===== src/rtl/seq_tx.sv =====
// seq_tx: nibble FIFO that transmits a queued frame downstream, then waits for a result bit or times out
module seq_tx #(
    parameter int DEPTH   = 8,
    parameter int TIMEOUT = 64
) (
    input  logic                     clk,
    input  logic                     rst,
    input  logic                     wr_en,
    input  logic [3:0]               wr_data,
    output logic                     full,
    output logic [$clog2(DEPTH):0]   count,
    input  logic                     start,
    output logic                     busy,
    output logic                     in_valid,
    output logic [3:0]               in_data,
    input  logic                     out_valid,
    input  logic                     out_data,
    output logic                     done,
    output logic                     result,
    output logic                     timeout
);
    localparam int AW = $clog2(DEPTH);
    localparam int CW = AW + 1;
    localparam int TW = $clog2(TIMEOUT);

    typedef enum logic [1:0] {IDLE, SEND, WAIT, DONE} state_t;

    state_t          state_q, state_d;
    logic [3:0]      mem_q [DEPTH];
    logic [AW-1:0]   wr_ptr_q, wr_ptr_d, rd_ptr_q, rd_ptr_d;
    logic [CW-1:0]   count_q, count_d, left_q, left_d;
    logic [TW-1:0]   tcnt_q, tcnt_d;
    logic            full_q, full_d, busy_q, busy_d;
    logic            in_valid_q, in_valid_d;
    logic [3:0]      in_data_q, in_data_d;
    logic            done_q, done_d, result_q, result_d, timeout_q, timeout_d;
    logic            push, pop;

    // next-state, FIFO bookkeeping and registered-output values
    always_comb begin
        state_d    = state_q;
        left_d     = left_q;
        tcnt_d     = tcnt_q;
        result_d   = result_q;
        done_d     = 1'b0;
        timeout_d  = 1'b0;
        in_valid_d = 1'b0;
        in_data_d  = 4'd0;
        pop        = 1'b0;
        push       = wr_en && count_q != CW'(DEPTH) && state_q == IDLE;
        case (state_q)
            IDLE: begin
                if (start && count_q != '0) begin
                    state_d = SEND;
                    pop     = 1'b1;
                    left_d  = count_q - CW'(1);
                end
            end
            SEND: begin
                if (left_q != '0) begin
                    pop    = 1'b1;
                    left_d = left_q - CW'(1);
                end else begin
                    state_d = WAIT;
                    tcnt_d  = '0;
                end
            end
            WAIT: begin
                if (out_valid) begin
                    state_d  = DONE;
                    done_d   = 1'b1;
                    result_d = out_data;
                end else if (tcnt_q == TW'(TIMEOUT - 1)) begin
                    state_d   = DONE;
                    done_d    = 1'b1;
                    result_d  = 1'b0;
                    timeout_d = 1'b1;
                end else begin
                    tcnt_d = tcnt_q + TW'(1);
                end
            end
            default: state_d = IDLE;
        endcase
        if (pop) begin
            in_valid_d = 1'b1;
            in_data_d  = mem_q[rd_ptr_q];
        end
        rd_ptr_d = rd_ptr_q + AW'(pop);
        wr_ptr_d = wr_ptr_q + AW'(push);
        count_d  = count_q + CW'(push) - CW'(pop);
        full_d   = count_d == CW'(DEPTH);
        busy_d   = state_d == SEND || state_d == WAIT;
    end

    // FIFO storage; pointers are reset instead of contents
    always_ff @(posedge clk) begin
        if (!rst && push) mem_q[wr_ptr_q] <= wr_data;
    end

    // state and output registers
    always_ff @(posedge clk) begin
        if (rst) begin
            state_q    <= IDLE;
            wr_ptr_q   <= '0;
            rd_ptr_q   <= '0;
            count_q    <= '0;
            left_q     <= '0;
            tcnt_q     <= '0;
            full_q     <= 1'b0;
            busy_q     <= 1'b0;
            in_valid_q <= 1'b0;
            in_data_q  <= 4'd0;
            done_q     <= 1'b0;
            result_q   <= 1'b0;
            timeout_q  <= 1'b0;
        end else begin
            state_q    <= state_d;
            wr_ptr_q   <= wr_ptr_d;
            rd_ptr_q   <= rd_ptr_d;
            count_q    <= count_d;
            left_q     <= left_d;
            tcnt_q     <= tcnt_d;
            full_q     <= full_d;
            busy_q     <= busy_d;
            in_valid_q <= in_valid_d;
            in_data_q  <= in_data_d;
            done_q     <= done_d;
            result_q   <= result_d;
            timeout_q  <= timeout_d;
        end
    end

    assign full     = full_q;
    assign count    = count_q;
    assign busy     = busy_q;
    assign in_valid = in_valid_q;
    assign in_data  = in_data_q;
    assign done     = done_q;
    assign result   = result_q;
    assign timeout  = timeout_q;
endmodule


===== config.mk =====
export PLATFORM = sky130hd
export DESIGN_NAME = seq_tx
export DESIGN_NICKNAME = d
export VERILOG_FILES = /design/src/rtl/seq_tx.sv
export SDC_FILE = /design/constraint.sdc
export NUM_CORES = 1
export LEC_CHECK = 0
export ABC_AREA = 1
export ABC_CLOCK_PERIOD_IN_PS = 2900
export CAP_MARGIN = 20
export CELL_PAD_IN_SITES_DETAIL_PLACEMENT = 1
export CELL_PAD_IN_SITES_GLOBAL_PLACEMENT = 1
export CORE_UTILIZATION = 44
export DETAILED_ROUTE_END_ITERATION = 12
export GPL_ROUTABILITY_DRIVEN = 0
export HOLD_SLACK_MARGIN = 0.03
export PLACE_DENSITY_LB_ADDON = 0.1
export SYNTH_ARGS = -nofsm -noshare
export SYNTH_HDL_FRONTEND = slang
export SYNTH_SLANG_ARGS = --single-unit

===== constraint.sdc =====
create_clock -name clk -period 2.9 [get_ports clk]
set_input_delay 0.29 -clock clk [delete_from_list [all_inputs] [get_ports clk]]
set_output_delay 0.29 -clock clk [all_outputs]
set_load 0.005 [all_outputs]

Word-level counts from Yosys, hierarchy flattened:

Memories as Yosys holds them, arrays and structs flattened. A register that Yosys moved wholly into a read port is not among the register bits.
Cells that the tools add are included.

* $add $sub $neg: 7
* $mul: 0
* div/mod/pow operators: 0
* order comparisons: 0
* eq/ne operators: 12
* shift operators: 0
* muxes and demuxes: 22
* bitwise gates (word level): 2
* reduce and logical (&&, ||, !) cells: 18

Operators with widths (number)
* 6-bit 2-to-1 mux: 3
* 6-bit one-hot mux with 2 select lines: 1
* 1-bit 2-to-1 mux: 9
* 2-bit 2-to-1 mux: 4
* 4-bit 2-to-1 mux: 2
* 2-bit inequality test (second input constant): 4
* 4-bit one-hot mux with 2 select lines: 1
* 4-bit nonzero test: 2
* 4-bit by 1-bit subtractor with 4-bit output (second input constant): 2
* 3-bit by 1-bit adder with 3-bit output: 2
* 6-bit by 1-bit adder with 6-bit output (second input constant): 1
* 6-bit == test (second input constant): 1
* 2-bit one-hot mux with 3 select lines: 1
* 2-bit nonzero test: 3
* 4-bit by 1-bit adder with 4-bit output: 1
* 2-bit by 1-bit == test with 1-bit output (second input constant): 2
* 2-bit == test (second input constant): 2
* 4-bit == test (second input constant): 1
* 1-bit logical AND: 4
* 4-bit inequality test (second input constant): 1
* 4-bit AND reduction: 1
* 2-bit OR reduction: 2
* 4-bit by 1-bit subtractor with 4-bit output: 1
* 3-bit AND reduction: 1
* 8 further kinds: 9

* bits in registers: 28
* bits in latches: 0
* RAM bits: 32
* bits in read-only memories: 0
* bits of input ports: 10
* output and inout port bits: 14
* word-level logic and storage cells: 74
* memories: 1

Memory list
* mem_q: depth 8, width 4, rd ports 1, clocked after Yosys merged registers in 1, wr ports 1, line 29 `logic [3:0] mem_q [DEPTH];`

Longest topological paths before layout:

* depth in word-level cells: 6
* depth in mapped cells: 15
* mapped depth without buffers: 15

Least setup slack after synthesis:

No wires, ideal clock.

* path kind: reg2reg
* start: register count_q[2], in the netlist count[2]
* end: register full_q, in the netlist full
* setup time: 0.064 ns
* data arrival time: 2.063 ns
* required time: 2.836 ns
* path slack: 0.773 ns
* cell stages (with the launch flop): 16
* buffers on the path: 0
* period minus slack after synthesis: 2.127 ns
* cells stage by stage: dfxtp_1 inv_1 ha_1 nand3_1 nand3_1 nand2_4 inv_2 nor2_2 inv_1 nand2_1 ha_1 inv_1 fa_1 xor2_1 nand3_1 nor2_1

* cells in the longest elaborated chain, start to end: 6
* elaborated cells on any way between the ends: 10
* those cells by class: add/sub (2); eq/ne (2); mux (2); reduce/logical (4)

Ends and longest elaborated chain
* from (decl): line 31 `logic [CW-1:0] count_q, count_d, left_q, left_d;`
* from (signal assigned): line 120 `count_q <= count_d;`
* 4-bit inequality test / 4-bit nonzero test (equally long branches): line 50, 53
* 1-bit logical AND, on equally long branches: line 50, 53
* 1-bit logical AND / 1-bit 2-to-1 mux (equally long branches): line 50, 53
* 4-bit by 1-bit adder with 4-bit output / 1-bit one-hot mux with 2 select lines (equally long branches): line 90, 51
* 4-bit by 1-bit subtractor with 4-bit output *: line 90 `count_d = count_q + CW'(push) - CW'(pop);`
* 4-bit == test *: line 91 `full_d = count_d == CW'(DEPTH);`
* to (signal assigned): line 123 `full_q <= full_d;`
* to (decl): line 33 `logic full_q, full_d, busy_q, busy_d;`

Mark *: on every way between the ends. The rest lies on a longest branch, timed or not.
A chain may end at the register's enable or synchronous reset.

Worst setup path in the final report:

Ends and elaborated chain as after synthesis.

==> impl_metrics.toml <==
[global_routing]
grt.met1_usage = 0.270
grt_max_degree = 20
grt_util_met2 = 0.326
grt_pass1_vias = 2197
grt_antenna_before_repair = 0
overflow = 0
grt_use_total = 0.209
grt_util_met3 = 0.0451
grt_pass1_wl_microns = 10100
busiest_layer = "met2"

[yosys]
netlist_instances = 313
ys_seq_area_frac = 0.563
syn_area_sq_mm = 0.00285
yosysTopAreaCell = "edfxtp_1"
synth-seq-cells = 64
synth.avg_cell_area_sq_um = 9.09
yosysTopAreaCellShare = 0.338
ys_warn_count = 0
synth_area_leaders = "edfxtp_1 (34%), dfxtp_1 (23%), nor2_1 (8.0%), nand2_1 (7.1%), o21ai_0 (5.1%)"
yosysUniqueCellTypes = 27
syn_nets = 334

[cts]
cts_resized = 0
ctsLongestPathBuffers = 2
cts-root-buf = "clkbuf_8"
clk_pin_slew_worst_paths_ns = 0.07
numCtsBuffers = 9
cts.sink_count = 64
cts_tree = "done"
htreeDepth = 3
postCtsSetupRepairBufs = 0
worstSkewPairLatency_ns = 0.35
ctsHoldBuffers = 0

[flow_run]
cap_violations = 0

[sta]
setup_viol = 0
maxSlewViolCount = 0
period_minus_slack_ns = 2.30
hold_slack_ns = 0.465
finalHoldViolations = 0
fin_worst_skew_ns = 0.00682
rsz0062_at_grt = "false"
maxSlewHeadroom = 0.619
worstMarginPinSlew_ns = 0.570
max_freq_ghz = 0.435
fin_tns_setup_ns = 0
finalCritPeriodShare = 0.793

[placement]
port_buffers = 23
dp_hpwl_microns = 4310

[worst_setup_path]
crit_arrival_ns = 2.59
path_cells = "inv_1 -> ha_1 -> nand3_1 -> nand3_1 -> nand2_4 -> inv_2 -> nor2_2 -> inv_1 -> nand2_1 -> ha_1 -> inv_1 -> fa_1 -> xor2_1 -> nand3_1 -> nor2_1"
slowest_stage = "fa_1"
cp-start-kind = "flip-flop"
endpoint_kind = "flip-flop"
cpPeakStageDelay_ns = 0.37
r2r-end = "full$_SDFF_PP0_"
crit_family = "adder cells"
rr_startpoint = "count[2]$_SDFF_PP0_"
worstPathMaxFanout = 10
crit_type = "flip-flop to flip-flop"
rrSetupSlack_ns = 0.60
cp.required_ns = 3.19
rr_worst_depth = 15
critPathBufInv = 4

[cells_and_area]
n_antenna_cell = 0
utilization = 0.558
area_growth_pct = 18.9
fillers = 723
drive_gt1_frac = 0.103
num-nets-final = 364

[worst_hold_path]
hold_class = "flip-flop to flip-flop"
hold_path_end = "result$_SDFFE_PP0P_"
hold_path_depth = 2
min-delay-start = "result$_SDFFE_PP0P_"

[die]
dieArea_sq_mm = 0.00679
rows = 28
core-area_sq_mm = 0.00606
die_w_microns = 82.4
ioPinCount = 24
die_h_microns = 82.4
initial_utilization = 0.469

[route]
postRouteAntennaNets = 0
firstDrtPassIters = 4
wl_microns = 6030
viasPerCell = 5.05
drtIter0Drc = 60
drcViolationCount = 0
via_count = 2137
wl_per_cell_microns = 14.2

[power_and_ir_drop]
ir_drop_uv = 491
power_density_mw_per_mm2 = 977
p_leak_nw = 1.35
power_mw = 3.31

[status]
outcome = "completed"
layout by cell type (no fill, tap or decap), types with 2 or more instances in the layout:
| master | count |
|---|---|
| inv_4 | 2 |
| o21ai_0 | 29 |
| nor2_2 | 2 |
| nor3_1 | 3 |
| bufinv_16 | 2 |
| nand3_1 | 12 |
| nor2_1 | 61 |
| dfxtp_1 | 32 |
| o21ai_1 | 3 |
| edfxtp_1 | 32 |
| inv_2 | 5 |
| buf_4 | 2 |
| nand2_1 | 54 |
| inv_1 | 28 |
| nand2_4 | 6 |
| xnor2_1 | 2 |
| xor2_1 | 4 |
| clkdlybuf4s50_1 | 23 |
| ha_1 | 10 |
| a21oi_1 | 15 |
| clkbuf_8 | 10 |
| clkinv_4 | 2 |
cells in the mapped netlist, drive strengths merged:
cell,number
nor2,64
nand2,61
inv,35
dfxtp,32
edfxtp,32
o21ai,32
a21oi,15
nand3,13
ha,10
buf,4
xor2,4
nor3,3
clkbuf,2
xnor2,2
fa,1
nand3b,1
nand4,1
nor3b,1
cells by family (layout without fill, tap and decap cells):
family / after synthesis / in the layout / synth area share
flops: 64 / 64 / 0.563
compound gates: 47 / 47 / 0.0827
simple gates: 144 / 144 / 0.226
xor+xnor: 6 / 6 / 0.0185
buf+inv: 41 / 76 / 0.0585
fa+ha+maj: 11 / 11 / 0.0510
power breakdown:
part	total [mW]	switching, mW	internal, mW	leakage (nW)
combinational	1.22	0.751	0.464	0.678
clock	0.882	0.370	0.512	0.117
sequential	1.21	0.113	1.10	0.550
total	3.31	1.23	2.07	1.35
flip-flops by register name, summed over array words and instances (netlist names):
name / count
busy: 1
in_valid: 1
state_q: 2
full: 1
in_data: 4
count: 4
tcnt_q: 6
result: 1
timeout: 1
wr_ptr_q: 3
rd_ptr_q: 3
left_q: 4
done: 1
mem_q: 32
metrics by stage:
step	std cells	setup WS (ns)	instance area, sq um
finish	423	0.601	3380
global route	423	0.358	3380
CTS	423	0.588	3380
detailed placement	407	0.516	3150
global placement	407	0.556	3150
floorplan	313	0.773	2850
routing by layer:
metal	wire length, microns	vias to the layer above	share of wire
met5	0	-	0
met4	138	0	0.023
met3	187	12	0.031
met2	2680	30	0.45
met1	3020	1018	0.50
li1	-	1077	-
area by class of cell:
class / instances / area (sq um) / area share
multi-input cells: 208 / 1080 / 0.318
inverters: 35 / 136 / 0.0403
clock buffers: 10 / 138 / 0.0407
flip-flops and latches: 64 / 1600 / 0.473
repair buffers: 25 / 245 / 0.0725
well taps: 75 / 93.8 / 0.0277
clock inverters: 6 / 91.3 / 0.0270
worst register-to-register path, cell delays in order (launching register included):
cell,delay [ns]
dfxtp_1,0.33
inv_1,0.08
ha_1,0.20
nand3_1,0.08
nand3_1,0.11
nand2_4,0.14
inv_2,0.08
nor2_2,0.13
inv_1,0.09
nand2_1,0.06
ha_1,0.15
inv_1,0.05
fa_1,0.37
xor2_1,0.20
nand3_1,0.09
nor2_1,0.10
worst max-delay path by stage:
stage	startpoint	to	slack (ns)	depth (start not counted)
2_1_floorplan	count[2]$_SDFF_PP0_	full$_SDFF_PP0_	0.77	15
3_3_place_gp	start	full$_SDFF_PP0_	0.56	13
3_5_place_dp	start	full$_SDFF_PP0_	0.52	13
4_1_cts	count[2]$_SDFF_PP0_	full$_SDFF_PP0_	0.59	15
5_1_grt	count[2]$_SDFF_PP0_	full$_SDFF_PP0_	0.36	15
6_report	count[2]$_SDFF_PP0_	full$_SDFF_PP0_	0.60	15
Note: power is estimated with default switching activity, not from simulation.
